--- config.mk ---
export PLATFORM = sky130hd
export DESIGN_NAME = seq_pattern_tx
export DESIGN_NICKNAME = d
export VERILOG_FILES = /design/src/rtl/seq_pattern_tx.sv
export SDC_FILE = /design/constraint.sdc
export NUM_CORES = 1
export LEC_CHECK = 0
export ABC_AREA = 1
export CAP_MARGIN = 20
export CORE_MARGIN = 1
export CORE_UTILIZATION = 54
export DETAILED_ROUTE_END_ITERATION = 6
export PLACE_DENSITY = 0.83
export SLEW_MARGIN = 20
export SYNTH_ARGS = -nofsm -noshare
export SYNTH_HDL_FRONTEND = slang
export SYNTH_SLANG_ARGS = --single-unit
--- constraint.sdc ---
create_clock -name clock -period 3.81 [get_ports clock]
set_input_delay 0.762 -clock clock [delete_from_list [all_inputs] [get_ports clock]]
set_output_delay 0.762 -clock clock [all_outputs]
set_load 0.02 [all_outputs]
--- src/rtl/seq_pattern_tx.sv ---
// Serial bit-pattern transmitter: shifts a loaded pattern out on w, MSB of the
// active length first, with optional repetitions separated by idle gap cycles.
module seq_pattern_tx #(
  parameter int MAX_LEN = 8,
  parameter int LEN_W   = 4,
  parameter int REP_W   = 4,
  parameter int GAP     = 1
) (
  input  logic               clock,
  input  logic               reset_b,
  input  logic               start,
  input  logic [MAX_LEN-1:0] pattern,
  input  logic [LEN_W-1:0]   length,
  input  logic [REP_W-1:0]   repeat_n,
  input  logic               abort,
  output logic               w,
  output logic               valid,
  output logic               busy,
  output logic               done,
  output logic [1:0]         state
);

  localparam int IDX_W = (MAX_LEN > 1) ? $clog2(MAX_LEN) : 1;
  localparam int GAP_W = (GAP > 0) ? $clog2(GAP + 1) : 1;

  typedef enum logic [1:0] {
    S_IDLE  = 2'd0,
    S_SHIFT = 2'd1,
    S_GAP   = 2'd2,
    S_DONE  = 2'd3
  } state_t;

  state_t             state_q, state_d;
  logic [MAX_LEN-1:0] pat_q, pat_d;
  logic [LEN_W-1:0]   len_q, len_d;
  logic [IDX_W-1:0]   idx_q, idx_d;
  logic [REP_W-1:0]   rep_left_q, rep_left_d;
  logic [GAP_W-1:0]   gap_cnt_q, gap_cnt_d;
  logic               len_ok;
  logic [IDX_W-1:0]   idx_reload;

  // Handshake: start is a request honoured only in IDLE with a legal length;
  // busy stays high through SHIFT and GAP, and done pulses once on completion.
  assign len_ok     = (length != '0) && (32'(length) <= MAX_LEN);
  assign idx_reload = IDX_W'(len_q - LEN_W'(1));

  always_ff @(posedge clock or negedge reset_b) begin
    if (!reset_b) begin
      state_q    <= S_IDLE;
      pat_q      <= '0;
      len_q      <= '0;
      idx_q      <= '0;
      rep_left_q <= '0;
      gap_cnt_q  <= '0;
    end else begin
      state_q    <= state_d;
      pat_q      <= pat_d;
      len_q      <= len_d;
      idx_q      <= idx_d;
      rep_left_q <= rep_left_d;
      gap_cnt_q  <= gap_cnt_d;
    end
  end

  always_comb begin
    state_d    = state_q;
    pat_d      = pat_q;
    len_d      = len_q;
    idx_d      = idx_q;
    rep_left_d = rep_left_q;
    gap_cnt_d  = gap_cnt_q;
    case (state_q)
      S_IDLE: begin
        if (start && len_ok) begin
          pat_d      = pattern;
          len_d      = length;
          idx_d      = IDX_W'(length - LEN_W'(1));
          rep_left_d = repeat_n;
          state_d    = S_SHIFT;
        end
      end
      S_SHIFT: begin
        if (abort) begin
          state_d = S_IDLE;
        end else if (idx_q != '0) begin
          idx_d = idx_q - IDX_W'(1);
        end else if (rep_left_q == '0) begin
          state_d = S_DONE;
        end else if (GAP == 0) begin
          idx_d      = idx_reload;
          rep_left_d = rep_left_q - REP_W'(1);
        end else begin
          gap_cnt_d  = GAP_W'(GAP - 1);
          rep_left_d = rep_left_q - REP_W'(1);
          state_d    = S_GAP;
        end
      end
      S_GAP: begin
        if (abort) begin
          state_d = S_IDLE;
        end else if (gap_cnt_q == '0) begin
          idx_d   = idx_reload;
          state_d = S_SHIFT;
        end else begin
          gap_cnt_d = gap_cnt_q - GAP_W'(1);
        end
      end
      S_DONE:  state_d = S_IDLE;
      default: state_d = S_IDLE;
    endcase
  end

  // Moore outputs: decoded from registered state only.
  always_comb begin
    w     = 1'b0;
    valid = 1'b0;
    busy  = 1'b0;
    done  = 1'b0;
    state = state_q;
    case (state_q)
      S_SHIFT: begin
        w     = pat_q[idx_q];
        valid = 1'b1;
        busy  = 1'b1;
      end
      S_GAP:   busy = 1'b1;
      S_DONE:  done = 1'b1;
      default: ;
    endcase
  end

endmodule

==> run metrics, run 1 <==
status=completed; Final Hold Fails=0; share of cells above drive strength 1=5.45%; CP Capture Type=output port; CORE AREA=0.00225 mm^2; clock sinks=20; GPL Wtd Cong=0.815; design area=0.00160 mm^2; Critical Path RT=between 3 and 4 ns; Area after DPL=0.00155 mm^2; Root Buffer=clkbuf_4; Tmin final=2.91 ns; Antenna Nets Post-Route=0; Hold Crit Class=reg -> reg; GR Overflow Total=0; fin crit share=76.4%; number of synthesized flops with an enable pin=0; fin. max-slew vios=0; Longest Clk Path Bufs=2; synth unique cells=19; CTS tree=yes; Worst-path clk slew=0.11 ns; hold_buf cts=0; final setup TNS=0 ns; Multi-input gate area=between 600 and 700 um^2; # Max-Cap Violations=0; Initial Utilization=58.5%; vias in the first global route=1,045; initial antenna violation count=0; clock power share=between 10% and 20%; LEAKAGE=roughly 0.00081 uW; Synth Warn #=0; Wirelength per Cell=12.0 um; switching share of total power=between 40% and 50%; Sequential Power Share=29.1%; Final #Nets=between 200 and 250; Die Area=0.00264 mm^2; H-tree levels=1; maximum fanout along the worst path=11; Mapped Cells=178; drt drc=0; Pre-antenna DRT Iters=4; Layout Area Growth over Synthesis=21.4%; #FFs+latches synth=20; Vias=1,182; DP HPWL=2.08 mm; worst vdd ir=534 uV; # rows=17; PwrDens=approximately 850 mW/mm^2; Post-synth ARST share=between 90% and 100%; setup violators final=0; Post-synth top flop=dfrtp_1; skew final=0.00741 ns; P_int=730 uW; Max Clk Rate=344 MHz; Num CTS Buffers=3; die width=51.4 um; routed wire length=2.75 mm; Avg Cell Area, Syn=7.41 um^2; DR vias/cell=5.14; insertion delay to the later sink of the worst-skew pair=between 0.3 and 0.4 ns; unrepaired setup endpoints after global routing=false; antenna cell count=0; Comb pwr share=58.0%; Layout fillers=194; max_slew headroom=38.5%; Die Span Y=between 50 and 60 um; Worst Tran Pin Value=~0.92 ns; Synthesized Nets=206; critical path class=reg -> out; Worst EP arrival=approximately 2.2 ns; First DRT Iteration DRCs=25; PostCTS Resize Cnt=0; largest net degree at the start of global routing=21; commonest non-fill, non-tap cell in the layout=nand2_1; final hold slack=roughly 0.52 ns; IO Pins=26; I/O Buffers=25; FF+latch area=500 um^2; Worst Setup Start Kind=flip-flop; sequential cell area fraction in the yosys report=38.0%; synthesized area=around 0.0013 mm^2; sw power=637 uW; most frequent cells in the layout=nand2_1, clkdlybuf4s50_1, inv_1, o21ai_0, dfrtp_1; setup bufs post-CTS=0; first-pass GRT wire length=4.60 mm; Tot GR Track Use=23.7%
==> synth_stat cells, drive strengths merged (2+ instances only) <==
| master | n | area, um^2 |
|---|---|---|
| a21oi | 7 | 35.0 |
| buf | 4 | 41.3 |
| dfrtp | 20 | 500 |
| ha | 8 | 100 |
| inv | 22 | 82.6 |
| nand2 | 65 | 256 |
| nand3 | 16 | 92.6 |
| nand3b | 2 | 15.0 |
| nand4 | 3 | 18.8 |
| nor2 | 6 | 37.5 |
| o21ai | 22 | 110 |
==> worst paths after layout <==
check	startpoint	endpoint	slack (ns)	cells past startpoint
hold / removal	rep_left_q[0]$_DFFE_PN0P_	rep_left_q[0]$_DFFE_PN0P_	0.52	2
hold reg to reg	rep_left_q[0]$_DFFE_PN0P_	rep_left_q[0]$_DFFE_PN0P_	0.52	2
min in group asynchronous	reset_b	pat_q[6]$_DFFE_PN0P_	0.95	1
max in group asynchronous	reset_b	rep_left_q[2]$_DFFE_PN0P_	2.29	1
setup reg to reg	state[1]$_DFFE_PN0P_	idx_q[2]$_DFFE_PN0P_	1.48	10
setup / recovery	state[1]$_DFFE_PN0P_	w	0.90	5
==> flip-flops by register name, indices dropped and copies added, names as in the netlist <==
register,flops
state,2
pat_q,8
rep_left_q,4
len_q,3
idx_q,3
==> layer usage <==
layer	share of wire (%)	track usage, %
met4	1.6	8.11
met5	0	0
met3	3.7	3.57
met1	47	31.1
met2	48	39.4
==> power by group through the flow <==
| stage | Combinational, uW | Clock [uW] | Sequential [uW] |
|---|---|---|---|
| 6_report | 794 | 176 | 398 |
| 5_1_grt | 906 | 184 | 411 |
| 4_1_cts | 793 | 179 | 395 |
| 3_5_place_dp | 786 | 0 | 399 |
| 3_3_place_gp | 760 | 0 | 394 |
| 2_1_floorplan | 628 | 0 | 382 |
==> critical path, cell delays in order, from the launching register on <==
cell and delay, ns:
dfrtp_1 0.46, inv_1 0.12, ha_1 0.41, nand4_1 0.16
nand2_1 0.10, clkdlybuf4s50_1 0.60
==> cell families after synthesis <==
logic type / share of synthesized area, %
buf+inv: 10.4
fa+ha+maj: 7.59
simple gates: 32.4
compound gates: 11.0
flops: 38.0
xor+xnor: 0.664
==> through the flow <==
step,setup slack [ns],cells,total power (uW),utilization [%]
global placement,1.34,226,1150,68.7
finish,0.899,230,1370,71.0
detailed placement,1.28,226,1180,68.7
floorplan,1.70,178,1010,-
CTS,0.907,230,1370,71.0
global route,0.839,230,1500,71.0
==> cell type report <==
cell class	instances	share of cell area, %
Clock buffer	3	1.41
Clock inverter	1	1.87
Inverter	22	5.16
Multi-Input combinational cell	131	42.5
Sequential cell	20	31.2
Tap cell	28	2.19
Timing Repair Buffer	25	15.6
No activity file was read; power rests on OpenSTA's default activity.
==> inputs of run 2 (changes only) <==
- CORE_UTILIZATION: 54 -> 46
- PLACE_DENSITY: 0.83 -> 0.75
- clock period: 3.81 -> 2.5 ns (I/O delays scaled with it)
==> run 2 against run 1 <==
  * Largest power group unchanged
  * Clock skew rose by 0.0022 ns
  * Non-clock buffer count rose by 2
  * Critical path depth fell by 1
  * Critical path type unchanged
  * Largest cell class unchanged
  * Highest routed layer unchanged
==> run metrics, run 2 (synthesized netlist as in run 1, its figures left out) <==
status=completed; DP HPWL=2.05 mm (-1.5%); first-pass GRT wire length=4.66 mm (+1.3%); initial antenna violation count=0 (unchanged); Comb pwr share=61.6% (+3.6 points); DR WL met2=1.20 mm (-8.5%); WP buf/inv=3 (+1); insertion delay to the later sink of the worst-skew pair=0.31 ns (about the same); LEAKAGE=0.000824 uW (+1.3%); Worst Tran Pin Value=0.307 ns (-0.612 ns); First DRT Iteration DRCs=30 (+20%); Critical Path RT=2.00 ns (-1.05 ns); maximum fanout along the worst path=8 (-3); sw power=951 uW (+49%); Longest Clk Path Bufs=2 (unchanged); met3 WL=99 um (-2.0%); Num CTS Buffers=3 (unchanged); share of cells above drive strength 1=5.91% (+0.47 points); Worst Setup Start Kind=flip-flop; Highest Signal Layer=met4; worst vdd ir=976 uV (+83%); setup violators final=0 (unchanged); Multi-input gate area=681 um^2 (unchanged); Worst-path clk slew=0.12 ns (about the same); Pre-antenna DRT Iters=4 (unchanged); routed wire length=2.67 mm (-3.1%); Antenna Nets Post-Route=0 (unchanged); Crit-path slowest cell=clkdlybuf4s50_1; CTS tree=yes; hold_buf cts=0 (unchanged); PwrDens=1240 mW/mm^2 (+45%); Final #Nets=233 (+0.87%); switching share of total power=48.3% (+1.7 points); fin. max-slew vios=0 (unchanged); Tot GR Track Use=19.1% (-4.6 points); antenna cell count=0 (unchanged); max_slew headroom=79.5% (+41 points); setup bufs post-CTS=0 (unchanged); fin crit share=96.7%; commonest non-fill, non-tap cell in the layout=nand2_1; unrepaired setup endpoints after global routing=false; critical path class=reg -> out; # Max-Cap Violations=0 (unchanged); skew final=0.00959 ns (+0.00218 ns); Die Area=0.00309 mm^2 (+17%); FF+latch area=500 um^2 (unchanged); most frequent cells in the layout=nand2_1, clkdlybuf4s50_1, inv_1, o21ai_0, dfrtp_1; Die Span Y=55.5 um (+8.0%); sequence of cells on the critical path=inv_1, ha_1, buf_4, clkdlybuf4s50_1; Cells after DPL=231 (+2.2%); setup slack at placement=0.434 ns (-0.842 ns); CP Capture Type=output port; top flop regs=pat_q x8, rep_left_q x4; Wirelength per Cell=11.4 um (-4.8%); largest net degree at the start of global routing=21 (unchanged); Layout Area Growth over Synthesis=20.8%; clock sinks=20 (unchanged); GR Overflow Total=0 (unchanged); Sequential Power Share=30.3% (+1.2 points); P_int=1020 uW (+39%); DR vias/cell=5.14 (about the same); I/O Buffers=25 (unchanged); die width=55.5 um (+8.0%); H-tree levels=1 (unchanged); IO Pins=26 (unchanged); Worst EP arrival=1.92 ns (-0.23 ns); Top reg by flops=pat_q; GPL Wtd Cong=0.826 (+1.4%); vias in the first global route=1,124 (+7.6%); Hold Crit Class=in -> async; drt drc=0 (unchanged); Max Clk Rate=414 MHz; Layout fillers=241 (+24%); Initial Utilization=48.2% (-10 points); worst setup margin=0.0826 ns (-0.817 ns); final setup TNS=0 ns (unchanged); Final Hold Fails=0 (unchanged); Largest register FFs=8 (unchanged); M1 WL=1.32 mm (+1.6%); Worst path max stage delay=0.60 ns (about the same); final cell count without fillers=234 (+1.7%); Vias=1,203 (+1.8%); clock power share=8.1% (-4.8 points); CORE AREA=0.00273 mm^2 (+21%); Tmin final=2.42 ns; critical path's top delay family=buffers and inverters; Root Buffer=clkbuf_4; # rows=19 (+2)
-- run 2: changes by cell type in the layout (fill, tap and decap cells not counted) --
cell	previous run	this run
bufinv_16	1	0
dlymetal6s2s_1	0	1
buf_4	0	2
clkdlybuf4s50_1	25	24
-- run 2: worst paths after layout --
path                                 startpoint  slack [ns]                        end  cells after the start
max in group asynchronous               reset_b        1.77       pat_q[4]$_DFFE_PN0P_                      2
min reg2reg                len_q[2]$_DFFE_PN0P_        0.51       len_q[2]$_DFFE_PN0P_                      2
max reg2reg                state[1]$_DFFE_PN0P_        0.37       idx_q[2]$_DFFE_PN0P_                     11
min in group clock         len_q[2]$_DFFE_PN0P_        0.51       len_q[2]$_DFFE_PN0P_                      2
min                                     reset_b        0.51  rep_left_q[3]$_DFFE_PN0P_                      2
max                        state[1]$_DFFE_PN0P_        0.08                      valid                      4
-- run 2: area by class of cell --
type / instances / share of cell area (%)
multi-input cells: 131 / 42.7
flip-flops and latches: 20 / 31.4
repair buffers: 27 / 16.8
inverters: 22 / 5.18
well taps: 31 / 2.44
clock buffers: 3 / 1.41
-- run 2: per-stage QoR --
step	hold WS [ns]	total power, uW	util, %	cell area, um^2
final	0.509	1970	58.3	1590
after global routing	0.523	2160	58.3	1590
after CTS	0.517	1970	58.2	1590
after detailed placement	0.489	1810	57.3	1570
after global placement	0.485	1770	57.3	1570
after floorplan	0.204	1540	-	1320
-- run 2: per-layer routing --
layer / track usage, % / vias up
li1: - / 619
met1: 24.7 / 553
met2: 31.8 / 27
met3: 3.28 / 4
met4: 7.50 / 0
met5: 0 / -
-- run 2: worst register-to-register path: stages (launching register included) --
cell and delay (ns):
dfrtp_1 0.46, inv_1 0.12, ha_1 0.24, buf_4 0.18, inv_1 0.15, o21ai_0 0.19, o21ai_0 0.15, ha_1 0.24
nand3b_1 0.15, nand2_1 0.07, nand3_1 0.07, nand2_1 0.07
-- run 2: what timing repair did --
action | CTS | global route
setup endpoints to repair | 0 | 1
endpoints found under the hold margin | 0 | 0
gates resized for setup | 0 | 1
-- run 2: power by group through the flow --
stage          combinational [uW]  sequential [uW]  clock (uW)
2_1_floorplan                 956              582           0
4_1_cts                      1220              596         162
6_report                     1210              597         159
3_5_place_dp                 1210              605           0
5_1_grt                      1370              619         174
3_3_place_gp                 1170              602           0
==> inputs of run 3 (changes only) <==
- CORE_UTILIZATION: 46 -> 40
- PLACE_DENSITY: 0.75 -> 0.67
==> run 3 against run 2 <==
  * Register-to-register slack improved by 0.03 ns
  * Die area is 14% higher
  * Design area is 3.1% higher
  * Worst hold slack lost 0.0056 ns
  * Clock power rose by 74%
  * Global-route usage rose by 0.065 points
  * Critical path type unchanged
  * Utilization is 5.4 points lower
  * Fmax up 1.3%
==> run metrics, run 3 (synthesized netlist as in run 1, its figures left out) <==
max_slew headroom=79.2% (-0.25 points); Num CTS Buffers=3 (unchanged); Cells after DPL=244 (+5.6%); top flop regs=pat_q x8, rep_left_q x4; status=completed; Wirelength per Cell=11.6 um (+2.0%); initial antenna violation count=0 (unchanged); Sequential Power Share=28.8% (-1.5 points); Worst EP arrival=1.89 ns (-0.03 ns); DR vias/cell=4.80 (-6.7%); routed wire length=2.89 mm (+8.1%); commonest non-fill, non-tap cell in the layout=nand2_1; P_int=1120 uW (+10%); drt drc=0 (unchanged); Initial Utilization=42.5% (-5.7 points); switching share of total power=46.5% (-1.8 points); Multi-input gate area=683 um^2 (+0.37%); setup bufs post-CTS=0 (unchanged); Final #Nets=233 (unchanged); Final Hold Fails=0 (unchanged); Die Span Y=59.4 um (+7.0%); Hold Crit Class=in -> async; GR Overflow Total=0 (unchanged); first-pass GRT wire length=4.99 mm (+6.9%); LEAKAGE=0.000837 uW (+1.6%); # rows=20 (+1); Worst Tran Pin Value=0.311 ns (+0.00377 ns); Die Area=0.00353 mm^2 (+14%); most frequent cells in the layout=nand2_1, clkdlybuf4s50_1, inv_1, o21ai_0, dfrtp_1; Layout fillers=321 (+33%); clock sinks=20 (unchanged); Tmin final=2.39 ns (-0.0319 ns); PwrDens=1280 mW/mm^2 (+3.5%); Worst Setup Start Kind=flip-flop; critical path class=reg -> out; # Max-Cap Violations=0 (unchanged); worst vdd ir=509 uV (-48%); vias in the first global route=1,144 (+1.8%); sw power=976 uW (+2.7%); Antenna Nets Post-Route=0 (unchanged); Comb pwr share=58.1% (-3.5 points); hold_buf cts=0 (unchanged); unrepaired setup endpoints after global routing=false; fin. max-slew vios=0 (unchanged); Tot Pwr=2100 uW (+6.7%); DP HPWL=2.14 mm (+4.2%); Worst-path clk slew=0.13 ns (about the same); final cell count without fillers=248 (+6.0%); Top reg by flops=pat_q; maximum fanout along the worst path=6 (-2); Max Clk Rate=419 MHz (+1.3%); share of cells above drive strength 1=6.86% (+0.95 points); fin crit share=95.4% (-1.3 points); Longest Clk Path Bufs=2 (unchanged); antenna cell count=0 (unchanged); Largest register FFs=8 (unchanged); CTS tree=yes; First DRT Iteration DRCs=37 (+23%); skew final=0.0123 ns (+0.00267 ns); CP Capture Type=output port; Layout Area Growth over Synthesis=24.5%; Critical Path RT=2.00 ns (about the same); I/O Buffers=25 (unchanged); largest net degree at the start of global routing=21 (unchanged); Critical R2R Launch=state[1]$_DFFE_PN0P_; GPL Wtd Cong=0.875 (+5.9%); IO Pins=26 (unchanged); H-tree levels=1 (unchanged); Vias=1,190 (-1.1%); die width=59.4 um (+7.0%); Root Buffer=clkbuf_4; final setup TNS=0 ns (unchanged); Tot GR Track Use=19.2% (+0.065 points); setup violators final=0 (unchanged); FF+latch area=500 um^2 (unchanged); clock power share=13.1% (+5.0 points); CORE AREA=0.00310 mm^2 (+14%); Pre-antenna DRT Iters=4 (unchanged); Worst setup startpoint=state[0]$_DFFE_PN0P_; PostCTS Resize Cnt=0 (unchanged); insertion delay to the later sink of the worst-skew pair=0.32 ns (about the same)
==> run 3: stage by stage <==
| step | hold WS, ns | cell area, um^2 | worst slack (ns) | utilization, % |
|---|---|---|---|---|
| after floorplan | 0.204 | 1320 | 0.387 | - |
| after global placement | 0.482 | 1580 | 0.440 | 51.0 |
| after detailed placement | 0.493 | 1580 | 0.391 | 51.0 |
| after CTS | 0.510 | 1640 | 0.0295 | 52.7 |
| after global routing | 0.535 | 1640 | 0.00356 | 52.9 |
| final | 0.503 | 1640 | 0.115 | 52.9 |
==> run 3: power by group through the flow <==
stage | sequential, uW | combinational (uW) | clock [uW]
2_1_floorplan | 582 | 956 | 0
3_3_place_gp | 603 | 1180 | 0
3_5_place_dp | 610 | 1210 | 0
4_1_cts | 602 | 1220 | 280
5_1_grt | 625 | 1400 | 296
6_report | 604 | 1220 | 276
==> run 3: layout make-up <==
cell class / count / area share (%)
inverter: 22 / 5.03
multi-input combinational: 131 / 41.6
clock buffer: 3 / 1.37
clock inverter: 1 / 1.83
sequential: 20 / 30.5
tap: 44 / 3.35
timing repair buffer: 27 / 16.3
==> run 3: final timing paths <==
check                                             to  slack, ns  cells after the start
max                                             busy       0.11                      3
min                             pat_q[3]$_DFFE_PN0P_       0.50                      2
max reg2reg                     idx_q[2]$_DFFE_PN0P_       0.40                     11
min reg2reg                rep_left_q[1]$_DFFE_PN0P_       0.52                      2
max in group asynchronous       state[0]$_DFFE_PN0P_       1.77                      2
min in group clock         rep_left_q[1]$_DFFE_PN0P_       0.52                      2
==> run 3: critical path, cell delays in order, from the launching register on <==
cell             delay [ns]
dfrtp_1                0.46
inv_1                  0.11
ha_1                   0.37
clkdlybuf4s50_1        0.64
==> run 3: routing by layer <==
layer	GRT usage (%)	vias up	wire length, um
li1	-	620	-
met1	23.6	541	1360
met2	32.4	23	1370
met3	3.06	6	75
met4	9.52	0	79
met5	0	-	0
